`src/rtl/mult_pkg.sv`:
```
// mult_pkg: shared FSM states, Booth select encodings and sizing for booth_seq_multiplier
package mult_pkg;
  localparam int MULT_W = 32;
  localparam int CNT_W = $clog2(MULT_W);
  typedef enum logic [1:0] {IDLE, RUN, DONE} state_e;
  typedef enum logic [1:0] {NOP, ADD, SUB} sel_e;
  function automatic sel_e booth_sel(input logic q0, input logic q_m1);
    return (q0 == q_m1) ? NOP : (q0 ? SUB : ADD);
  endfunction
endpackage

```
`src/rtl/CarryLookahead32Bit.sv`:
```
// CarryLookahead32Bit: 32-bit adder, 4-bit lookahead groups chained by group carry
//   A, B : addends      Cin : carry in
//   Sum  : A+B+Cin      Cout: carry out of bit 31
module CarryLookahead32Bit (
  input  logic [31:0] A,
  input  logic [31:0] B,
  input  logic        Cin,
  output logic [31:0] Sum,
  output logic        Cout
);
  logic [31:0] g, p;
  logic [32:0] c;
  assign g = A & B;
  assign p = A ^ B;
  always_comb begin
    logic gx, px;
    c = '0;
    c[0] = Cin;
    for (int k = 0; k < 8; k++) begin
      gx = 1'b0;
      px = 1'b1;
      for (int i = 0; i < 4; i++) begin
        gx = g[4*k+i] | (p[4*k+i] & gx);
        px = px & p[4*k+i];
        c[4*k+i+1] = gx | (px & c[4*k]);
      end
    end
  end
  assign Sum  = p ^ c[31:0];
  assign Cout = c[32];
endmodule

```
`src/rtl/booth_step.sv`:
```
// booth_step: one combinational radix-2 Booth add/subtract step on the shared adder
//   acc, m, q0, q_m1 : accumulator, multiplicand, Booth pair
//   acc_next         : acc + {0 | m | -m}
//   sgn              : true sign of that sum (overflow-corrected), shifted into acc
module booth_step
  import mult_pkg::*;
(
  input  logic [31:0] acc,
  input  logic [31:0] m,
  input  logic        q0,
  input  logic        q_m1,
  output logic [31:0] acc_next,
  output logic        sgn
);
  sel_e        sel;
  logic [31:0] addend;
  logic        cin, ovf, cout_unused;
  assign sel    = booth_sel(q0, q_m1);
  assign addend = (sel == ADD) ? m : (sel == SUB) ? ~m : '0;
  assign cin    = (sel == SUB);
  CarryLookahead32Bit u_cla (
    .A   (acc),
    .B   (addend),
    .Cin (cin),
    .Sum (acc_next),
    .Cout(cout_unused)
  );
  // A wrapped sum flips bit 31; recovering the real sign keeps a = -2^31 exact.
  assign ovf = (acc[31] == addend[31]) && (acc_next[31] != acc[31]);
  assign sgn = acc_next[31] ^ ovf;
endmodule

```
`src/rtl/booth_seq_multiplier.sv`:
```
// booth_seq_multiplier: sequential signed radix-2 Booth multiplier, 32x32 -> 64 in 32 iterations
//   clk, rst_n : clock, async active-low reset
//   start      : request, sampled in IDLE only      a, b : signed operands
//   busy       : iterating                          done : one-cycle result pulse
//   product    : signed result, held until next load
//   ovf32      : (BOOTH_OVF32_EN only) product does not fit in 32-bit signed
module booth_seq_multiplier
  import mult_pkg::*;
#(
  parameter int WIDTH = 32
) (
  input  logic                 clk,
  input  logic                 rst_n,
  input  logic                 start,
  input  logic [WIDTH-1:0]     a,
  input  logic [WIDTH-1:0]     b,
  output logic                 busy,
  output logic                 done,
  output logic [2*WIDTH-1:0]   product
`ifdef BOOTH_OVF32_EN
  , output logic               ovf32
`endif
);
  if (WIDTH != MULT_W) begin : g_bad_width
    $error("booth_seq_multiplier supports WIDTH=32 only");
  end
  state_e             state_q, state_d;
  logic [WIDTH-1:0]   acc_q, acc_d, q_q, q_d, m_q, m_d;
  logic               qm1_q, qm1_d;
  logic [CNT_W-1:0]   count_q, count_d;
  logic [2*WIDTH-1:0] product_q, product_d;
  logic [WIDTH-1:0]   s;
  logic               sgn;
`ifdef BOOTH_OVF32_EN
  logic               ovf32_q, ovf32_d;
  assign ovf32 = ovf32_q;
`endif
  booth_step u_step (
    .acc     (acc_q),
    .m       (m_q),
    .q0      (q_q[0]),
    .q_m1    (qm1_q),
    .acc_next(s),
    .sgn     (sgn)
  );
  always_comb begin
    state_d   = state_q;
    acc_d     = acc_q;
    q_d       = q_q;
    qm1_d     = qm1_q;
    m_d       = m_q;
    count_d   = count_q;
    product_d = product_q;
`ifdef BOOTH_OVF32_EN
    ovf32_d   = ovf32_q;
`endif
    case (state_q)
      IDLE: if (start) begin
        m_d     = a;
        q_d     = b;
        acc_d   = '0;
        qm1_d   = 1'b0;
        count_d = '0;
        state_d = RUN;
      end
      RUN: begin
        acc_d   = {sgn, s[WIDTH-1:1]};
        q_d     = {s[0], q_q[WIDTH-1:1]};
        qm1_d   = q_q[0];
        count_d = count_q + CNT_W'(1);
        if (count_q == CNT_W'(WIDTH - 1)) begin
          product_d = {acc_d, q_d};
`ifdef BOOTH_OVF32_EN
          ovf32_d   = product_d[2*WIDTH-1:WIDTH] != {WIDTH{product_d[WIDTH-1]}};
`endif
          state_d   = DONE;
        end
      end
      default: state_d = IDLE;
    endcase
  end
  always_ff @(posedge clk or negedge rst_n) begin
    if (!rst_n) begin
      state_q   <= IDLE;
      acc_q     <= '0;
      q_q       <= '0;
      qm1_q     <= 1'b0;
      m_q       <= '0;
      count_q   <= '0;
      product_q <= '0;
`ifdef BOOTH_OVF32_EN
      ovf32_q   <= 1'b0;
`endif
    end else begin
      state_q   <= state_d;
      acc_q     <= acc_d;
      q_q       <= q_d;
      qm1_q     <= qm1_d;
      m_q       <= m_d;
      count_q   <= count_d;
      product_q <= product_d;
`ifdef BOOTH_OVF32_EN
      ovf32_q   <= ovf32_d;
`endif
    end
  end
  assign busy    = (state_q == RUN);
  assign done    = (state_q == DONE);
  assign product = product_q;
endmodule
```
`config.mk`:
```
export PLATFORM = sky130hd
export DESIGN_NAME = booth_seq_multiplier
export DESIGN_NICKNAME = d
export VERILOG_FILES = /design/src/rtl/mult_pkg.sv /design/src/rtl/CarryLookahead32Bit.sv /design/src/rtl/booth_step.sv /design/src/rtl/booth_seq_multiplier.sv
export SDC_FILE = /design/constraint.sdc
export NUM_CORES = 1
export LEC_CHECK = 0
export ABC_AREA = 1
export BUFFER_PORTS_ARGS = -buffer_cell sky130_fd_sc_hd__buf_4
export CORE_MARGIN = 2
export CORE_UTILIZATION = 40
export DETAILED_ROUTE_END_ITERATION = 10
export GPL_TIMING_DRIVEN = 0
export PLACE_DENSITY = 0.68
export RECOVER_POWER = 25
export SLEW_MARGIN = 0
export SYNTH_ARGS = -nofsm -noshare
export SYNTH_HDL_FRONTEND = slang
export SYNTH_SLANG_ARGS = --single-unit
export TNS_END_PERCENT = 10
```
`constraint.sdc`:
```
create_clock -name clk -period 4.6 [get_ports clk]
set_input_delay 0 -clock clk [delete_from_list [all_inputs] [get_ports clk]]
set_output_delay 0 -clock clk [all_outputs]
set_load 0.01 [all_outputs]
```
==> results of run 1 <==
## cell families after synthesis
kind of cell | count (synthesis) | share of synthesized area
compound gates | 189 | 0.1377
xor+xnor | 21 | 0.02314
buf+inv | 125 | 0.06155
flops | 168 | 0.5289
fa+ha+maj | 41 | 0.07209
simple gates | 353 | 0.1766
## through the flow
stage,hold WS [ns],cells,total power [mW]
after floorplan,-0.2956,897,5.311
after global placement,0.1975,1294,6.529
after detailed placement,0.02240,1295,6.681
after CTS,0.1346,1392,8.273
after global routing,0.1497,1393,8.910
final,0.1304,1393,8.164
## worst max path at each step
stage               slack, ns                    end  depth (start not counted)
floorplan                1.41  acc_q[28]$_DFFE_PN0P_                         29
global placement         0.70  acc_q[28]$_DFFE_PN0P_                         27
detailed placement       0.65  acc_q[28]$_DFFE_PN0P_                         27
CTS                      0.58  acc_q[28]$_DFFE_PN0P_                         27
global route             0.22  acc_q[28]$_DFFE_PN0P_                         29
finish                   0.59  acc_q[28]$_DFFE_PN0P_                         27
## cell type report
cell class / count / area (um2) / area share
repair buffers: 198 / 1595 / 0.1519
well taps: 265 / 331.6 / 0.03157
multi-input cells: 604 / 3256 / 0.3100
inverters: 81 / 304.0 / 0.02895
clock inverters: 12 / 166.4 / 0.01585
flip-flops and latches: 168 / 4204 / 0.4003
clock buffers: 20 / 456.7 / 0.04349
diodes: 1 / 2.502 / 0.0002383
plain buffers: 44 / 185.2 / 0.01763
## sequential cells by signal, summed over array words and instances, names as in the netlist
name / count
state_q: 2
acc_q: 32
product: 64
count_q: 5
q_q: 32
qm1_q: 1
m_q: 32
## where the power goes
group	switching [mW]	total, mW	internal (mW)
clock network	0.615	1.51	0.892
logic	2.43	4.04	1.61
registers	0.404	2.62	2.22
## layer usage
layer / part of all wire / global-route usage / wire (um)
met3: 0.046 / 0.04780 / 1002
met2: 0.48 / 0.3493 / 10420
met4: 0.027 / 0.07723 / 588
met1: 0.45 / 0.2746 / 9636
met5: 0 / 0 / 0
## cell usage in the layout (no fill, tap or decap), types with 8 or more instances in the layout
master / count
buf_4: 110
xor2_1: 14
ha_1: 33
o21ai_0: 116
nand3_1: 12
clkbuf_1: 62
inv_1: 80
clkbuf_16: 17
nor2_1: 18
fa_1: 8
o221ai_1: 26
dfrtp_1: 168
nand2_1: 304
a21oi_1: 25
dlygate4sd3_1: 65
nand2_2: 11
## worst max-delay path, delay by kind of cell (launching register included)
| family | cells | cell delay [ns] |
|---|---|---|
| and+or+nand+nor | 16 | 1.27 |
| buffers and inverters | 6 | 0.95 |
| adders and majority gates | 2 | 0.78 |
| AOI/OAI and AO/OA | 2 | 0.40 |
| DFF | 1 | 0.39 |
| xor gates and xnor gates | 1 | 0.14 |
## repair_timing
action	in CTS	in global routing
hold endpoints to repair	143	0
hold buffers	65	0
resized for setup	0	0
==> summary.txt, run 1 <==
Status
  • Outcome: complete, but fails checks
  • Failing checks: capacitance limit, slew limit

Finish
  • P&R area growth vs syn: 32.11%
  • Total Nets Final: 1,222
  • End-of-flow core utilization: 0.5396
  • Fin area: 0.01050 mm2
  • Ratio of cells with drive above 1 in the final layout: 0.1446
  • Fill cells: 1,802

Setup path
  • Reg2Reg Capture Point: acc_q[28]$_DFFE_PN0P_
  • CP most frequent cell: nand2_2
  • Worst setup startpoint: q_q[0]$_DFFE_PN0P_
  • Flop-to-flop setup slack: 0.59 ns
  • Critical path startpoint category: flop
  • Required time worst endpoint: 4.93 ns
  • R2R depth: 27
  • Crit-path slowest cell: clkbuf_1
  • WP data arrival: 4.35 ns
  • CP endpoint kind: flop
  • Worst path max stage delay: 0.52 ns
  • Worst r2r src: q_q[0]$_DFFE_PN0P_
  • Crit Path Class: reg2reg
  • Worst Path Max Fanout: 10

Yosys
  • Top cells by area, synth: dfrtp_1 53%, nand2_1 14%, o21ai_0 7.3%, ha_1 5.2%, inv_1 3.8%
  • Yosys reg bits: 168
  • Post-synthesis instance total: 897
  • Synth Cell Area: 0.007949 mm2
  • Yosys cell types: 30
  • Most frequent cells after synthesis: 304 x nand2_1, 168 x dfrtp_1, 116 x o21ai_0, 80 x inv_1, 40 x clkbuf_1
  • Sequential fraction of the synthesis area: 0.5289
  • Syn Nets: 1,005
  • Synth area leader: dfrtp_1
  • Number of synthesized flops with an enable pin: 0
  • Top FF cell, synth: dfrtp_1
  • Most numerous cell in the Yosys netlist: nand2_1
  • Syn. warnings: 0
  • Syn Area/Cell: 8.862 um2
  • Share of the synthesized area in the top cell type: 0.5289
  • Async S/R FF share, synth: 1.000

Floorplan
  • Rows: 51
  • Width of the die: 145.0 um
  • Core Region: 0.01946 mm2
  • Initial core utilization: 0.4084
  • Die area: 0.02102 mm2
  • Ports: 133
  • Height of the die: 145.0 um

Timing
  • Max_slew headroom: -1.396
  • Setup TNS Final: 0 ns
  • Final Setup Violations: 0
  • Fin. Hold Viols: 0
  • Slew @ Worst Pin: 3.593 ns
  • Min Tclk post-route: 4.013 ns
  • Slew Viols, Final: 80
  • Peak Freq: 0.2492 GHz
  • RSZ-0062 raised after global routing: false
  • Slack of the critical path: 0.5871 ns
  • Clock skew: 0.01127 ns
  • Period utilisation layout: 0.8724

Placement
  • DP HPWL: 14,890 um
  • Dpl cell area: 0.009306 mm2
  • RePlAce Congestion: 0.8305
  • Setup Slack @ Placement: 0.6486 ns
  • IO Port Bufs: 132

Flow run
  • Max Cap Viol: 1

Drt
  • Final ANT Viol Nets: 0
  • Vias/cell: 4.863
  • Mean routed wirelength per cell: 15.54 um
  • Routed vias: 6,774
  • Final wirelength: 21,650 um
  • First drt pass iteration count: 5
  • Initial DRC count: 360
  • Drt drc: 0

GRT
  • Largest net degree at the start of global routing: 90
  • GRT overflow: 0
  • Initial antenna violation count: 1
  • First-pass GRT wire length: 35,180 um
  • GRT Total Usage: 0.2118
  • Vias in the first global route: 6,856

CTS
  • CTS Buffer Depth: 2
  • Later-pin clock latency in the skew report: 0.43 ns
  • Root Buffer Master: clkbuf_16
  • Sink Count: 168
  • Worst-path clk slew: 0.07 ns
  • Postcts setup bufs: 0
  • H-Tree Depth: 4
  • Total CTS buffers: 17
  • CTS tree: done

Worst hold path
  • Hold crit path type: in2reg
  • WHS Endpoint: m_q[31]$_DFFE_PN0P_
  • Hold wc startpoint: start
  • Hold Path Depth: 4

Pwr
  • Worst VDD drop: 0.3509 mV
  • Leak: 5.187 nW
  • Pwr dens: 777.4 mW/mm2
(Power assumes the default switching activity.)
==> run 2: changes to the inputs <==
- ABC_AREA: 1 -> unset
- BUFFER_PORTS_ARGS: -buffer_cell sky130_fd_sc_hd__buf_4 -> -buffer_cell sky130_fd_sc_hd__clkbuf_2
==> run 2 against run 1 <==
Compared with the run above: the run still ends with capacitance limit, slew limit left; register-to-register slack gained 0.03 ns; sequential share of layout area down 0.45 points; routed wire length up 4.2%; combinational power is 19% lower; cell area up 1.1%; maximum frequency grew 0.64%; synthesized area is 5.4% higher; final cell count is 0.86% lower; critical endpoint is now acc_q[20]$_DFFE_PN0P_; via count increased by 6.2%.
==> summary.txt, run 2 <==
Timing
  • Clock skew: 0.01171 ns (+0.0004448 ns)
  • Slew Viols, Final: 61 (-24%)
  • Peak Freq: 0.2508 GHz (+0.64%)
  • Setup TNS Final: 0 ns (unchanged)
  • Final Setup Violations: 0 (unchanged)
  • Period utilisation layout: 0.8668 (-0.005569)
  • Max_slew headroom: -1.300 (+0.09552)
  • Slew @ Worst Pin: 3.450 ns (-0.1433 ns)
  • RSZ-0062 raised after global routing: false
  • Fin. Hold Viols: 0 (unchanged)
  • Min Tclk post-route: 3.987 ns (-0.02562 ns)

Finish
  • Max FFs per register: 64 (unchanged)
  • Most frequent cells in the layout: 204 x nand2_1, 168 x dfrtp_1, 118 x o21ai_0, 91 x clkbuf_2, 84 x clkbuf_1
  • P&R area growth vs syn: 26.76%
  • Commonest non-fill, non-tap cell in the layout: nand2_1
  • Ratio of cells with drive above 1 in the final layout: 0.1503 (+0.005683)
  • Total Nets Final: 1,206 (-1.3%)
  • Antenna cells: 0 (-1)
  • End-of-flow core utilization: 0.5216 (-0.01800)
  • Fill cells: 1,901 (+5.5%)
  • Non-filler instance count after layout: 1,381 (-0.86%)

Setup path
  • Required time worst endpoint: 4.89 ns (-0.04 ns)
  • R2R depth: 14 (-48%)
  • Worst Path Max Fanout: 10 (unchanged)
  • Critical path startpoint category: flop
  • CP endpoint kind: flop
  • WP data arrival: 4.28 ns (-0.07 ns)
  • Crit Path Class: reg2reg

Status
  • Failing checks: capacitance limit, slew limit
  • Outcome: complete, but fails checks

Pwr
  • Worst VDD drop: 0.3349 mV (-4.6%)
  • Net Sw Frac: 0.4045 (-0.01787)
  • Leak: 4.769 nW (-8.0%)
  • Internal: 4.402 mW (-6.6%)
  • Clock power share: 0.205 (+0.020)
  • Pwr dens: 696.0 mW/mm2 (-10%)
  • Comb power frac: 0.445 (-0.049)
  • Total power: 7.393 mW (-9.4%)
  • Flop pwr share: 0.350 (+0.029)
  • Total net switching power: 2.990 mW (-13%)

Drt
  • First drt pass iteration count: 4 (-1)
  • Drt drc: 0 (unchanged)
  • Mean routed wirelength per cell: 16.33 um (+5.1%)
  • Final ANT Viol Nets: 0 (unchanged)
  • Vias/cell: 5.210 (+7.1%)
  • Final wirelength: 22,550 um (+4.2%)
  • Initial DRC count: 607 (+69%)
  • Routed vias: 7,195 (+6.2%)

Placement
  • IO Port Bufs: 132 (unchanged)
  • RePlAce Congestion: 0.8553 (+3.0%)
  • Placed insts: 1,284 (-0.85%)
  • DP HPWL: 15,470 um (+3.9%)

Worst hold path
  • Hold crit path type: in2reg
  • Hold Path Depth: 4 (unchanged)

CTS
  • Worst-path clk slew: 0.06 ns (about the same)
  • Root Buffer Master: clkbuf_16
  • CTS Buffer Depth: 2 (unchanged)
  • Total CTS buffers: 17 (unchanged)
  • H-Tree Depth: 4 (unchanged)
  • Sink Count: 168 (unchanged)
  • Later-pin clock latency in the skew report: 0.43 ns (about the same)
  • Postcts setup bufs: 0 (unchanged)
  • CTS tree: done

Yosys
  • Yosys cell types: 56 (+87%)
  • Most numerous cell in the Yosys netlist: nand2_1
  • Most frequent cells after synthesis: 204 x nand2_1, 168 x dfrtp_1, 118 x o21ai_0, 50 x a21oi_1, 42 x clkbuf_1
  • Top FF cell, synth: dfrtp_1
  • Number of synthesized flops with an enable pin: 0 (unchanged)
  • Async S/R FF share, synth: 1.000 (unchanged)
  • Yosys reg bits: 168 (unchanged)
  • Top cells by area, synth: dfrtp_1 50%, nand2_1 9.1%, o21ai_0 7.0%, ha_1 4.9%, mux2_2 4.3%
  • Post-synthesis instance total: 881 (-1.8%)
  • Syn Nets: 989 (-1.6%)
  • Synth area leader: dfrtp_1
  • Synth Cell Area: 0.008379 mm2 (+5.4%)
  • Share of the synthesized area in the top cell type: 0.5017 (-0.02717)
  • Syn Area/Cell: 9.511 um2 (+7.3%)
  • Syn. warnings: 0 (unchanged)
  • Sequential fraction of the synthesis area: 0.5017 (-0.02717)

Floorplan
  • Width of the die: 148.7 um (+2.6%)
  • Ports: 133 (unchanged)
  • Initial core utilization: 0.4115 (+0.003043)
  • Core Region: 0.02036 mm2 (+4.6%)
  • Rows: 52 (+2.0%)
  • Die area: 0.02212 mm2 (+5.3%)
  • Height of the die: 148.7 um (+2.6%)

GRT
  • Vias in the first global route: 7,071 (+3.1%)
  • GRT Total Usage: 0.2097 (-0.002180)
  • Largest net degree at the start of global routing: 109 (+21%)
  • Initial antenna violation count: 0 (-1)
  • First-pass GRT wire length: 36,740 um (+4.4%)
  • GRT overflow: 0 (unchanged)

Flow run
  • Max Cap Viol: 1 (unchanged)
-- run 2: cell types whose count changed after synthesis, moves of 7 or more --
cell,before,now
nand2_1,304,204
inv_1,80,19
nor2b_1,0,39
mux2_2,0,32
a21oi_1,25,50
o221ai_1,26,1
a22oi_1,7,31
o21ai_1,1,14
nand2_2,11,1
and3_1,0,7
nand3_1,12,5
o31ai_1,0,7
-- run 2: layout make-up --
class,instances,area [um2],share of cell area
sequential,168,4204,0.3958
tap,270,337.8,0.03181
multi-input combinational,641,3900,0.3672
clock inverter,14,187.7,0.01767
clock buffer,18,429.2,0.04041
buffer,51,196.4,0.01849
inverter,21,78.83,0.007421
timing repair buffer,198,1287,0.1212
-- run 2: power by group through the flow --
stage / Sequential, mW / Clock [mW] / Combinational (mW)
5_1_grt: 2.67 / 1.61 / 3.72
3_3_place_gp: 2.58 / 0 / 3.15
3_5_place_dp: 2.60 / 0 / 3.24
4_1_cts: 2.58 / 1.53 / 3.31
2_1_floorplan: 2.55 / 0 / 2.30
6_report: 2.59 / 1.52 / 3.29
-- run 2: through the flow --
stage	hold WS, ns	worst slack [ns]	area (um2)
global placement	0.2334	0.3472	9378
global route	0.03796	0.2469	10620
CTS	0.02164	0.5910	10680
finish	0.03765	0.6127	10620
floorplan	-0.2956	1.404	8379
detailed placement	0.02041	0.6140	9414
-- run 2: logic make-up (layout without fill, tap and decap cells) --
logic type	Yosys count	in the layout	share of synthesized area
simple gates	291	291	0.1529
compound gates	255	255	0.1780
flops	168	168	0.5017
buf+inv	72	302	0.03285
fa+ha+maj	41	41	0.06839
mux	33	33	0.04420
xor+xnor	21	21	0.02195
-- run 2: final timing paths --
| kind | from | slack (ns) | end |
|---|---|---|---|
| min in group asynchronous | rst_n | 1.29 | product[46]$_DFFE_PN0P_ |
| hold / removal | start | 0.04 | q_q[0]$_DFFE_PN0P_ |
| setup / recovery | q_q[0]$_DFFE_PN0P_ | 0.61 | acc_q[20]$_DFFE_PN0P_ |
| hold reg to reg | product[7]$_DFFE_PN0P_ | 0.47 | product[7]$_DFFE_PN0P_ |
| setup reg to reg | q_q[0]$_DFFE_PN0P_ | 0.61 | acc_q[20]$_DFFE_PN0P_ |
| max in group asynchronous | rst_n | 1.35 | q_q[23]$_DFFE_PN0P_ |
-- run 2: timing repair --
item,CTS,global route
endpoints found under the hold margin,124,0
gates resized for setup,0,0
hold buffers,65,0
-- run 2: routing by layer --
layer  GRT usage  part of all wire  up-vias
li1            -                 -     3473
met1      0.2957              0.47     3512
met2      0.3331              0.47      181
met3     0.03547             0.042       29
met4     0.06476             0.018        0
met5           0                 0        -
-- run 2: critical path: stages, from the launching register on --
cell and delay [ns]:
dfrtp_1 0.45, nor2b_1 0.13, clkbuf_1 0.23, clkbuf_1 0.50, nand2_1 0.10, o21ai_0 0.15
ha_1 0.23, a21oi_1 0.06, o21ai_0 0.38, a32oi_1 0.22, a211oi_1 0.49, nor3_1 0.18
fa_1 0.43, xor2_1 0.19, o21ai_0 0.10
